`config.mk`:
```
export PLATFORM = sky130hd
export DESIGN_NAME = uart_rx_fifo_flat
export DESIGN_NICKNAME = d
export VERILOG_FILES = /design/src/rtl/uart_rx_fifo_pkg.sv /design/src/rtl/uart_rx_fifo_if.sv /design/src/rtl/uart_rx_fifo_sync_fifo.sv /design/src/rtl/uart_rx_fifo.sv /design/src/flat_wrapper.sv
export SDC_FILE = /design/constraint.sdc
export NUM_CORES = 1
export LEC_CHECK = 0
export ABC_CLOCK_PERIOD_IN_PS = 4000
export BUFFER_PORTS_ARGS = -buffer_cell sky130_fd_sc_hd__buf_4
export CAP_MARGIN = 30
export CORE_MARGIN = 2
export CORE_UTILIZATION = 40
export CTS_CLUSTER_SIZE = 14
export DETAILED_ROUTE_END_ITERATION = 8
export GPL_TIMING_DRIVEN = 0
export SLEW_MARGIN = 20
export SYNTH_ARGS = -nofsm -noshare
export SYNTH_HDL_FRONTEND = slang
export SYNTH_SLANG_ARGS = --single-unit
```
`constraint.sdc`:
```
create_clock -name clock -period 4 [get_ports clock]
set_input_delay 1 -clock clock [delete_from_list [all_inputs] [get_ports clock]]
set_output_delay 1 -clock clock [all_outputs]
set_load 0.02 [all_outputs]
```
`src/rtl/uart_rx_fifo_pkg.sv`:
```
// rtl/uart_rx_fifo_pkg.sv - shared types and constants for the UART receiver with byte FIFO
package uart_rx_fifo_pkg;

  localparam int unsigned DEFAULT_CLOCK_FREQ = 100_000_000;
  localparam int unsigned DEFAULT_BAUD_RATE  = 115_200;
  localparam int unsigned BYTE_W             = 8;

  typedef enum logic [2:0] {
    ST_IDLE      = 3'd0,
    ST_START     = 3'd1,
    ST_DATA      = 3'd2,
    ST_STOP      = 3'd3,
    ST_WAIT_IDLE = 3'd4
  } rx_state_e;

  // Smallest r with 2**r >= value (0 for value <= 1).
  function automatic int unsigned clog2(input int unsigned value);
    int unsigned r;
    r = 0;
    for (int unsigned i = 0; i < 32; i++) begin
      if ((64'd1 << i) < 64'(value)) r = i + 1;
    end
    return r;
  endfunction

endpackage

```
`src/rtl/uart_rx_fifo_if.sv`:
```
// rtl/uart_rx_fifo_if.sv - ready/valid dequeue port between the receiver FIFO and its consumer
interface uart_rx_fifo_if;
  import uart_rx_fifo_pkg::*;

  logic              io_deq_valid;
  logic              io_deq_ready;
  logic [BYTE_W-1:0] io_deq_bits;

  modport master (output io_deq_valid, output io_deq_bits, input  io_deq_ready);
  modport slave  (input  io_deq_valid, input  io_deq_bits, output io_deq_ready);

endinterface

```
`src/rtl/uart_rx_fifo_sync_fifo.sv`:
```
// rtl/uart_rx_fifo_sync_fifo.sv - show-ahead register FIFO with wrap-bit pointers
module sync_fifo
  import uart_rx_fifo_pkg::*;
#(
  parameter int unsigned WIDTH = 8,
  parameter int unsigned DEPTH = 16
) (
  input  logic                   clock,
  input  logic                   reset,
  input  logic                   i_push,
  input  logic [WIDTH-1:0]       i_push_data,
  input  logic                   i_pop,
  output logic                   o_full,
  output logic                   o_empty,
  output logic [clog2(DEPTH):0]  o_count,
  output logic [WIDTH-1:0]       o_head
);

  localparam int unsigned AW = clog2(DEPTH);

  logic [AW:0]      r_wr;
  logic [AW:0]      r_rd;
  logic [WIDTH-1:0] r_mem [DEPTH];
  logic             w_pop;
  logic             w_wr_en;

  assign o_empty = (r_wr == r_rd);
  assign o_full  = (r_wr[AW] != r_rd[AW]) && (r_wr[AW-1:0] == r_rd[AW-1:0]);
  assign o_count = r_wr - r_rd;
  assign o_head  = o_empty ? '0 : r_mem[r_rd[AW-1:0]];

  // A pop in the same cycle frees a slot, so a push into a full FIFO still lands.
  assign w_pop   = i_pop && !o_empty;
  assign w_wr_en = i_push && (!o_full || w_pop);

  always_ff @(posedge clock or negedge reset) begin
    if (!reset) begin
      r_wr <= '0;
      r_rd <= '0;
    end else begin
      if (w_wr_en) r_wr <= r_wr + 1'b1;
      if (w_pop)   r_rd <= r_rd + 1'b1;
    end
  end

  always_ff @(posedge clock) begin
    if (w_wr_en) r_mem[r_wr[AW-1:0]] <= i_push_data;
  end

endmodule

```
`src/rtl/uart_rx_fifo.sv`:
```
// rtl/uart_rx_fifo.sv - UART 8N1 receiver feeding a byte FIFO with a ready/valid dequeue port
module uart_rx_fifo
  import uart_rx_fifo_pkg::*;
#(
  parameter int unsigned CLOCK_FREQ = DEFAULT_CLOCK_FREQ,
  parameter int unsigned BAUD_RATE  = DEFAULT_BAUD_RATE,
  parameter int unsigned FIFO_DEPTH = 16
) (
  input  logic                        clock,
  input  logic                        reset,
  input  logic                        io_rx,
  uart_rx_fifo_if.master              deq,
  output logic [clog2(FIFO_DEPTH):0]  io_count,
  output logic                        io_busy,
  output logic                        io_frameErr,
  output logic                        io_overrun
);

  localparam int unsigned BIT_CYCLES = CLOCK_FREQ / BAUD_RATE;
  localparam int unsigned CNT_W      = (clog2(BIT_CYCLES) > 0) ? clog2(BIT_CYCLES) : 1;
  localparam logic [CNT_W-1:0] HALF_LOAD = CNT_W'(BIT_CYCLES / 2 - 1);
  localparam logic [CNT_W-1:0] FULL_LOAD = CNT_W'(BIT_CYCLES - 1);

  logic [1:0]        r_rx_sync;
  rx_state_e         r_state;
  rx_state_e         w_state_next;
  logic [CNT_W-1:0]  r_baud_cnt;
  logic [2:0]        r_bit_idx;
  logic [BYTE_W-1:0] r_shift;
  logic              r_frame_err;
  logic              r_overrun;

  logic              w_rxs;
  logic              w_tick;
  logic              w_push;
  logic              w_frame_err;
  logic              w_busy;
  logic              w_full;
  logic              w_empty;
  logic              w_drop;
  logic [BYTE_W-1:0] w_head;
  logic [clog2(FIFO_DEPTH):0] w_count;

  always_ff @(posedge clock or negedge reset) begin
    if (!reset) r_rx_sync <= 2'b11;
    else        r_rx_sync <= {r_rx_sync[0], io_rx};
  end

  assign w_rxs  = r_rx_sync[1];
  assign w_tick = (r_baud_cnt == '0);

  always_ff @(posedge clock or negedge reset) begin
    if (!reset) r_state <= ST_IDLE;
    else        r_state <= w_state_next;
  end

  always_comb begin
    w_state_next = r_state;
    case (r_state)
      ST_IDLE:      if (!w_rxs) w_state_next = ST_START;
      ST_START:     if (w_tick) w_state_next = w_rxs ? ST_IDLE : ST_DATA;
      ST_DATA:      if (w_tick && (r_bit_idx == 3'd7)) w_state_next = ST_STOP;
      ST_STOP:      if (w_tick) w_state_next = w_rxs ? ST_IDLE : ST_WAIT_IDLE;
      ST_WAIT_IDLE: if (w_rxs) w_state_next = ST_IDLE;
      default:      w_state_next = ST_IDLE;
    endcase
  end

  always_comb begin
    w_busy      = (r_state != ST_IDLE);
    w_push      = 1'b0;
    w_frame_err = 1'b0;
    if (r_state == ST_STOP && w_tick) begin
      w_push      = w_rxs;
      w_frame_err = !w_rxs;
    end
  end

  // Counter reloads are keyed to the current state so they line up with the transitions above.
  always_ff @(posedge clock or negedge reset) begin
    if (!reset) begin
      r_baud_cnt <= '0;
      r_bit_idx  <= '0;
      r_shift    <= '0;
    end else begin
      case (r_state)
        ST_IDLE: begin
          if (!w_rxs) r_baud_cnt <= HALF_LOAD;
        end
        ST_START: begin
          if (w_tick) begin
            r_baud_cnt <= FULL_LOAD;
            r_bit_idx  <= '0;
          end else begin
            r_baud_cnt <= r_baud_cnt - 1'b1;
          end
        end
        ST_DATA: begin
          if (w_tick) begin
            r_shift    <= {w_rxs, r_shift[BYTE_W-1:1]};
            r_baud_cnt <= FULL_LOAD;
            r_bit_idx  <= r_bit_idx + 3'd1;
          end else begin
            r_baud_cnt <= r_baud_cnt - 1'b1;
          end
        end
        ST_STOP: begin
          if (!w_tick) r_baud_cnt <= r_baud_cnt - 1'b1;
        end
        default: ;
      endcase
    end
  end

  assign w_drop = w_push && w_full && !(deq.io_deq_ready && !w_empty);

  always_ff @(posedge clock or negedge reset) begin
    if (!reset) begin
      r_frame_err <= 1'b0;
      r_overrun   <= 1'b0;
    end else begin
      r_frame_err <= w_frame_err;
      r_overrun   <= w_drop;
    end
  end

  sync_fifo #(
    .WIDTH (BYTE_W),
    .DEPTH (FIFO_DEPTH)
  ) u_fifo (
    .clock       (clock),
    .reset       (reset),
    .i_push      (w_push),
    .i_push_data (r_shift),
    .i_pop       (deq.io_deq_ready),
    .o_full      (w_full),
    .o_empty     (w_empty),
    .o_count     (w_count),
    .o_head      (w_head)
  );

  assign deq.io_deq_valid = !w_empty;
  assign deq.io_deq_bits  = w_head;
  assign io_count         = w_count;
  assign io_busy          = w_busy;
  assign io_frameErr      = r_frame_err;
  assign io_overrun       = r_overrun;

endmodule

```
`src/flat_wrapper.sv`:
```
// flat-port wrapper written by rule: the top's interface ports become plain ports
module uart_rx_fifo_flat import uart_rx_fifo_pkg::*;
#(
  parameter int unsigned CLOCK_FREQ = DEFAULT_CLOCK_FREQ,
  parameter int unsigned BAUD_RATE  = DEFAULT_BAUD_RATE,
  parameter int unsigned FIFO_DEPTH = 16
)
  (clock, reset, io_rx, io_count, io_busy, io_frameErr, io_overrun, deq_io_deq_valid, deq_io_deq_bits, deq_io_deq_ready);
  uart_rx_fifo_if deq_i ();
  input  logic clock;
  input  logic reset;
  input  logic io_rx;
  output logic [clog2(FIFO_DEPTH):0] io_count;
  output logic io_busy;
  output logic io_frameErr;
  output logic io_overrun;
  output wire logic [$bits(deq_i.io_deq_valid)-1:0] deq_io_deq_valid;
  output wire logic [$bits(deq_i.io_deq_bits)-1:0] deq_io_deq_bits;
  input wire logic [$bits(deq_i.io_deq_ready)-1:0] deq_io_deq_ready;
  assign deq_io_deq_valid = deq_i.io_deq_valid;
  assign deq_io_deq_bits = deq_i.io_deq_bits;
  assign deq_i.io_deq_ready = deq_io_deq_ready;
  uart_rx_fifo #(.CLOCK_FREQ(CLOCK_FREQ), .BAUD_RATE(BAUD_RATE), .FIFO_DEPTH(FIFO_DEPTH)) u_core (.clock(clock), .reset(reset), .io_rx(io_rx), .deq(deq_i), .io_count(io_count), .io_busy(io_busy), .io_frameErr(io_frameErr), .io_overrun(io_overrun));
endmodule
```
## After elaboration in Yosys (flattened, before gate mapping)

Memory sizes are Yosys's and may differ from the RTL's.
Cells that the tools add are included.

| storage, ports and cells | value |
|---|---|
| memory bits (writable) | 128 |
| memories kept | 1 |
| logic and storage cells | 72 |
| output and inout port bits | 17 |
| ROM bits | 0 |
| latch bits | 0 |
| flip-flop bits (word level) | 38 |

| cells by class | value |
|---|---|
| multipliers | 0 |
| divide/modulo/power cells | 0 |
| bitwise gates (word level) | 0 |
| reductions and logical operators | 22 |
| $add $sub $neg | 5 |
| mux-type cells | 20 |
| shifts and indexed selects | 0 |
| equal/unequal tests | 15 |
| order comparisons | 0 |

Memory list:

| name | words | width | rd ports | clocked after Yosys merged registers in | wr ports | RTL line | RTL |
|---|---|---|---|---|---|---|---|
| u_core.u_fifo.r_mem | 16 | 8 | 1 | 0 | 1 | uart_rx_fifo_sync_fifo.sv:23 | `logic [WIDTH-1:0] r_mem [DEPTH];` |

Operator list:

| cell | number |
|---|---|
| $mux W10 | 3 |
| $pmux W10 S3 | 1 |
| $mux W3 | 8 |
| $pmux W3 S5 | 1 |
| $add A5 B1 Y5 const B | 2 |
| $logic_not A10 Y1 | 1 |
| $ne A2 B1 Y1 const B | 5 |
| $sub A10 B1 Y10 const B | 1 |
| $mux W8 | 1 |
| $logic_and A1 B1 Y1 | 7 |
| $eq A3 B2 Y1 const B | 2 |
| $eq A3 B3 Y1 const B | 2 |
| $pmux W3 S2 | 1 |
| $reduce_and A3 Y1 | 2 |
| $reduce_bool A3 Y1 | 2 |
| $eq A5 B5 Y1 | 1 |
| $reduce_and A5 Y1 | 1 |
| $sub A5 B5 Y5 | 1 |
| $eq A4 B4 Y1 | 1 |
| $logic_not A1 Y1 | 4 |
| $mux W1 | 4 |
| $ne A2 B2 Y1 const B | 2 |
| $add A3 B1 Y3 const B | 1 |
| $eq A3 B1 Y1 const B | 1 |
| 7 further kinds | 7 |

## Logic depth before layout (Yosys ltp)

Gate-level depths: netlist (run 1).

| depth | value |
|---|---|
| depth after elaboration | 7 |
| gate-level depth with buffers | 9 |
| depth with buffers taken out | 7 |

## Modules after synthesis

From an unflattened synthesis (run 1), not the netlist that was laid out.

| unflattened totals | value |
|---|---|
| cells, all modules | 412 |
| area total of the unflattened synthesis | 7141.8 um2 |

Modules (own cells, without submodules):

| module | cells an instance | area each (um2) | times used | sequential area each (um2) |
|---|---|---|---|---|
| sync_fifo | 279 | 5699.2 | 1 | 4093.9 |
| uart_rx_fifo | 133 | 1442.6 | 1 | 703.2 |

## Worst setup path after synthesis (run 1)

No wires, ideal clock.

| timing path | value |
|---|---|
| path type | reg2out |
| start point | register u_core.u_fifo.r_rd[3] |
| end point | output port deq_io_deq_bits[0] |
| arrival time | 2.333 ns |
| path slack | 0.667 ns |
| cell stages (with the launch flop) | 8 |
| cells stage by stage | dfrtp_1 > inv_2 > buf_1 > ha_1 > and4_1 > nand2_1 > nand2_1 > o22ai_1 |

| between the ends | value |
|---|---|
| longest elaborated chain between the ends | 2 |
| elaborated cells between the ends (all ways) | 3 |

Ends and longest elaborated chain:

| item | RTL line | RTL |
|---|---|---|
| from (decl) | uart_rx_fifo_sync_fifo.sv:22 | `logic [AW:0] r_rd;` |
| from (signal assigned) | uart_rx_fifo_sync_fifo.sv:42 | `if (w_pop) r_rd <= r_rd + 1'b1;` |
| $mem_v2 Z16 W8 or $eq A5 B5 Y1 (tied branches) | - |  |
| $mux W8 * | uart_rx_fifo_sync_fifo.sv:30 | `assign o_head = o_empty ? '0 : r_mem[r_rd[AW-1:0]];` |
| to (decl) | flat_wrapper.sv:18 | `output wire logic [$bits(deq_i.io_deq_bits)-1:0] deq_io_deq_bits;` |

Every way passes the cells marked *; elsewhere a longest branch is shown, timed or not.

## Worst setup path in the final report (run 1)

Ends and elaborated chain as after synthesis.

==> results.sh, run 1 <==
export IMPL_die_y_microns=137
export IMPL_slew_viol_final=0
export IMPL_post_place_ws_ps=13.6
export IMPL_p_sw_w=0.00117
export IMPL_power_clock_fraction_pct=34.9
export IMPL_synthesis_area_sq_um=7040
export IMPL_synth_seq_cells=166
export IMPL_ys_flop_type="edfxtp_1"
export IMPL_antenna_found_initial=0
export IMPL_hold_path_class="flop to flop"
export IMPL_hold_violations=0
export IMPL_setup_viol_count_final=0
export IMPL_grt_start_max_net_pins=39
export IMPL_dr_pass1_iters=4
export IMPL_wl_per_cell_microns=20.1
export IMPL_power_internal_w=0.00317
export IMPL_layout_min_cycle_time_ps=3740
export IMPL_drtIter0Drc=254
export IMPL_hold_start="u_core.r_rx_sync[0]"
export IMPL_vias_per_cell=5.47
export IMPL_worst_pin_slew_ps=788
export IMPL_final_common_cell="edfxtp_1"
export IMPL_overflow=0
export IMPL_path_class="flop to output pin"
export IMPL_dp_cells=654
export IMPL_place_gp_congestion=0.819
export IMPL_nets=465
export IMPL_synth_area_leaders="edfxtp_1 (55%), dfrtp_1 (13%), mux4_2 (10%), mux2i_1 (2.4%), ha_1 (2.1%)"
export IMPL_leakagePower_nw=3.23
export IMPL_postCtsHoldBufs=0
export IMPL_grt_usage_pct=16.4
export IMPL_rsz0062_at_grt="false"
export IMPL_clock_latency_ps=420
export IMPL_critPathCaptureType="output pin"
export IMPL_grt_pass1_wl_mm=22.3
export IMPL_synthToLayoutAreaGrowth_pct=14.2
export IMPL_combPwrFrac_pct=21.0
export IMPL_dp_hpwl_mm=9.11
export IMPL_synth_nets=426
export IMPL_vias=3749
export IMPL_routed_wl_mm=13.8
export IMPL_grt_pass1_vias=3957
export IMPL_stdcell_count=686
export IMPL_die_width_microns=137
export IMPL_drv_cap=0
export IMPL_clk_path_buf_depth=2
export IMPL_status="complete, no violations"
export IMPL_yosys_area_top_type_share_pct=54.6
export IMPL_swShare_pct=27.0
export IMPL_cts_root_buffer="clkbuf_16"
export IMPL_clkTransAtPathRegs_ps=60
export IMPL_finalPower_w=0.00434
export IMPL_timing_slew_headroom_pct=47.1
export IMPL_synth_distinct_cells=57
export IMPL_cts_made_buffers=17
export IMPL_fin_setup_tns_ps=0
export IMPL_arrival_ps=2740
export IMPL_fmax_mhz=268
export IMPL_portBuffers=20
export IMPL_cts_repair_resized=7
export IMPL_io_pins=21
export IMPL_synth_seq_area_share_pct=68.2
export IMPL_n_antenna_cell=0
export IMPL_cts_sinks=166
export IMPL_synthCells=409
export IMPL_fillers=1479
export IMPL_core_area_sq_um=17200
export IMPL_synth_edf_count=128
export IMPL_start_util_pct=40.8
export IMPL_cp_data_required_time_ps=3000
export IMPL_powerDensity_nw_per_um2=540
export IMPL_setup_slack_ps=263
export IMPL_cts_tree="built"
export IMPL_dieArea_sq_um=18700
export IMPL_r2r_slack_ps=860
export IMPL_ir_worst_vdd_uv=472
export IMPL_syn_avg_cell_area_sq_um=17.2
export IMPL_cp_max_fo=10
export IMPL_yosysWarningCount=0
export IMPL_mostFrequentLayoutCells="edfxtp_1 (128), dfrtp_1 (35), mux4_2 (32)"
export IMPL_cp_startpoint="u_core.u_fifo.r_rd[3]"
export IMPL_skew_ps=4.66
export IMPL_seq_power_share_pct=44.1
export IMPL_drtAntennaViolNets=0
export IMPL_startpoint_type="flop"
export IMPL_htree_levels=4
export IMPL_synth_top_cell_by_area="edfxtp_1"
export IMPL_synthArstFlopShare_pct=22.9
export IMPL_num_rows=48
export IMPL_postCtsSetupBuffers=0
export IMPL_post_route_period_util_pct=93.4
export IMPL_drc=0
export IMPL_drive_gt1_share_pct=23.4
export IMPL_r2r_start="u_core.u_fifo.r_rd[3]"
[critical path, cell delays in order (launching register included)]
cell	delay, ps
dfrtp_1	430
inv_2	260
buf_6	250
ha_1	290
and4_1	180
nand2_1	130
nand2_1	260
o22ai_2	320
buf_4	190
[registers in the layout, summed over array words and instances, names as in the netlist, 2 cells and up]
register,count
u_core.r_shift,8
u_core.r_bit_idx,3
u_core.r_state,3
u_core.u_fifo.r_mem,128
u_core.r_baud_cnt,10
u_core.u_fifo.r_rd,5
u_core.u_fifo.r_wr,5
u_core.r_rx_sync,2
[Yosys cell counts (3+ instances only)]
library cell  instances
a21o_1                3
nand3_1               5
edfxtp_1            128
xnor2_1               9
a21oi_1               8
mux2_2                8
o22ai_1               8
ha_1                 12
xor2_1                4
o2bb2ai_1             5
nand4_1               3
nand2_1              14
dfrtp_1              36
mux2i_1              17
nor2_1               10
nor4_1                5
o21ai_0               5
and4b_1               4
and3_1               11
clkbuf_1             12
nor3_1                6
o211ai_1              3
mux4_2               32
inv_1                14
a31oi_1               3
buf_2                 3
[layer usage]
metal / vias up / part of all wire (%) / track usage [%] / wire, microns
met5: - / 0 / 0 / 0
met4: 0 / 1.4 / 5.56 / 196
met3: 17 / 4.6 / 4.04 / 629
met2: 74 / 48 / 25.8 / 6650
met1: 1950 / 46 / 22.5 / 6330
li1: 1708 / - / - / -
[power by group through the flow]
stage	clock network (W)	registers [W]	logic [W]
after detailed placement	0	0.00193	0.000930
after CTS	0.00154	0.00191	0.000918
after global placement	0	0.00193	0.000917
final	0.00151	0.00191	0.000912
after global routing	0.00161	0.00192	0.000986
after floorplan	0	0.00192	0.000639
[stage by stage]
step / cell area, sq um / util, % / hold WS [ps]
final: 8030 / 46.6 / 356
after global routing: 8030 / 46.6 / 364
after CTS: 8020 / 46.5 / 358
after detailed placement: 7470 / 43.3 / 350
after global placement: 7470 / 43.3 / 350
after floorplan: 7040 / - / 345
[layout make-up]
cell class | count | area, sq um | area share (%)
Sequential cell | 166 | 4800 | 59.7
Multi-Input combinational cell | 208 | 2090 | 26.0
Clock buffer | 28 | 497 | 6.18
Tap cell | 225 | 282 | 3.50
Timing Repair Buffer | 21 | 155 | 1.93
Buffer | 19 | 110 | 1.37
Inverter | 15 | 56.3 | 0.701
Clock inverter | 4 | 48.8 | 0.607
[worst paths after layout]
check                                       endpoint  cells past startpoint
max                               deq_io_deq_bits[0]                      8
min                              u_core.r_rx_sync[1]                      0
max reg2reg                u_core.u_fifo.r_mem[4][1]                      9
min reg2reg                      u_core.r_rx_sync[1]                      0
max in group asynchronous      u_core.u_fifo.r_rd[1]                      1
min in group asynchronous       u_core.r_baud_cnt[7]                      1
[cells by family (layout without fill, tap and decap cells)]
kind of cell,after synthesis,after routing,share of synthesized area [%]
flip-flops,166,166,68.2
AND/OR/NAND/NOR,77,77,6.83
multiplexers,58,58,14.1
AO/OA/AOI/OAI,47,47,4.61
buffers and inverters,35,87,2.24
adder cells (fa/ha/maj),13,13,2.42
XOR/XNOR,13,13,1.62
Note: power is estimated with default switching activity, not from simulation.
==> run 2: changes to the inputs <==
--- a/config.mk
+++ b/config.mk
@@ -5,7 +5,7 @@
 export SDC_FILE = /design/constraint.sdc
 export NUM_CORES = 1
 export LEC_CHECK = 0
-export ABC_CLOCK_PERIOD_IN_PS = 4000
+export ABC_CLOCK_PERIOD_IN_PS = 3350
 export BUFFER_PORTS_ARGS = -buffer_cell sky130_fd_sc_hd__buf_4
 export CAP_MARGIN = 30
 export CORE_MARGIN = 2
==> constraint.sdc (replaced) <==
create_clock -name clock -period 3.35 [get_ports clock]
set_input_delay 0.8375 -clock clock [delete_from_list [all_inputs] [get_ports clock]]
set_output_delay 0.8375 -clock clock [all_outputs]
set_load 0.02 [all_outputs]
==> results.sh, run 2 (synthesis results as in run 1) <==
export IMPL_dp_hpwl_mm=9.11
export IMPL_n_antenna_cell=0
export IMPL_overflow=0
export IMPL_finalPower_w=0.00529
export IMPL_drv_cap=0
export IMPL_num_rows=48
export IMPL_drc=0
export IMPL_powerDensity_nw_per_um2=651
export IMPL_slew_viol_final=0
export IMPL_grt_usage_pct=16.5
export IMPL_hold_path_class="flop to flop"
export IMPL_hold_violations=0
export IMPL_skew_ps=5.95
export IMPL_htree_levels=4
export IMPL_vias=3743
export IMPL_rsz0062_at_grt="false"
export IMPL_cp_data_required_time_ps=2510
export IMPL_mostFrequentLayoutCells="edfxtp_1 (128), dfrtp_1 (35), mux4_2 (32)"
export IMPL_grt_start_max_net_pins=39
export IMPL_die_y_microns=137
export IMPL_cts_tree="built"
export IMPL_drtIter0Drc=247
export IMPL_ir_worst_vdd_uv=578
export IMPL_path_class="flop to output pin"
export IMPL_synthToLayoutAreaGrowth_pct=15.6
export IMPL_dieArea_sq_um=18700
export IMPL_worst_pin_slew_ps=798
export IMPL_io_pins=21
export IMPL_largest_register_ffs=128
export IMPL_core_area_sq_um=17200
export IMPL_clock_latency_ps=420
export IMPL_routed_wl_mm=13.9
export IMPL_fmax_mhz=309
export IMPL_critPathCaptureType="output pin"
export IMPL_power_internal_w=0.00386
export IMPL_drive_gt1_share_pct=25.4
export IMPL_setup_slack_ps=111
export IMPL_holdWs_ps=356
export IMPL_die_width_microns=137
export IMPL_cts_root_buffer="clkbuf_16"
export IMPL_swShare_pct=27.1
export IMPL_nets=469
export IMPL_grt_pass1_vias=3970
export IMPL_post_place_ws_ps=-544
export IMPL_cts_sinks=166
export IMPL_antenna_found_initial=0
export IMPL_p_sw_w=0.00143
export IMPL_dr_pass1_iters=4
export IMPL_clk_path_buf_depth=2
export IMPL_r2r_slack_ps=330
export IMPL_postCtsHoldBufs=0
export IMPL_layout_min_cycle_time_ps=3240
export IMPL_setup_viol_count_final=0
export IMPL_power_clock_fraction_pct=34.3
export IMPL_seq_power_share_pct=43.1
export IMPL_cts_made_buffers=17
export IMPL_fin_setup_tns_ps=0
export IMPL_start_util_pct=40.8
export IMPL_vias_per_cell=5.42
export IMPL_combPwrFrac_pct=22.6
export IMPL_startpoint_type="flop"
export IMPL_cp_max_fo=10
export IMPL_clkTransAtPathRegs_ps=60
export IMPL_final_core_util_pct=47.2
export IMPL_post_route_period_util_pct=96.7
export IMPL_timing_slew_headroom_pct=46.4
export IMPL_leakagePower_nw=3.26
export IMPL_status="complete, no violations"
export IMPL_drtAntennaViolNets=0
export IMPL_portBuffers=20
export IMPL_seq_area_sq_um=4800
export IMPL_arrival_ps=2400
export IMPL_place_gp_congestion=0.819
export IMPL_grt_pass1_wl_mm=22.3
export IMPL_multi_input_area_sq_um=2120
export IMPL_wl_per_cell_microns=20.2
export IMPL_final_common_cell="edfxtp_1"
export IMPL_fillers=1469
run 2: layout make-up:
| type | instances | share of cell area [%] |
|---|---|---|
| Clock buffer | 28 | 6.11 |
| Tap cell | 225 | 3.46 |
| Inverter | 15 | 0.723 |
| Sequential cell | 166 | 59.0 |
| Buffer | 19 | 1.74 |
| Clock inverter | 4 | 0.600 |
| Timing Repair Buffer | 25 | 2.28 |
| Multi-Input combinational cell | 208 | 26.1 |
run 2: power groups by stage:
stage	Combinational, W	Clock [W]	Sequential (W)
after floorplan	0.000763	0	0.00230
after detailed placement	0.00111	0	0.00231
after CTS	0.00119	0.00184	0.00228
after global routing	0.00129	0.00192	0.00229
after global placement	0.00110	0	0.00231
final	0.00120	0.00181	0.00228
run 2: worst paths after layout:
check / startpoint / endpoint / depth (start not counted)
max reg2reg: u_core.r_baud_cnt[1] / u_core.u_fifo.r_mem[6][4] / 8
min in group asynchronous: reset / u_core.r_baud_cnt[7] / 1
max in group asynchronous: reset / u_core.u_fifo.r_rd[1] / 1
min reg2reg: u_core.r_rx_sync[0] / u_core.r_rx_sync[1] / 0
min: u_core.r_rx_sync[0] / u_core.r_rx_sync[1] / 0
max: u_core.u_fifo.r_rd[1] / deq_io_deq_bits[5] / 8
run 2: per-layer routing:
| layer | GRT usage, % | vias up | share of wire [%] |
|---|---|---|---|
| met2 | 25.9 | 75 | 48 |
| li1 | - | 1713 | - |
| met5 | 0 | - | 0 |
| met1 | 22.6 | 1938 | 47 |
| met3 | 4.04 | 17 | 4.5 |
| met4 | 5.56 | 0 | 1.4 |
run 2: timing repair:
item / in CTS / in global routing
pin swaps: 0 / 0
setup endpoints to repair: 144 / 8
buffers inserted: 4 / 0
gates resized for setup: 22 / 8
run 2: per-stage QoR:
stage | std cells | area (sq um)
floorplan | 409 | 7040
global placement | 654 | 7470
detailed placement | 654 | 7470
CTS | 689 | 8100
global route | 690 | 8130
finish | 690 | 8130
run 2: critical path, stage by stage (launching register included):
cell      delay [ps]
dfrtp_2          450
clkbuf_8         220
inv_1             70
ha_1             290
and4_1           230
nand2_2          160
nand2_4          130
o22ai_1          240
buf_4            180
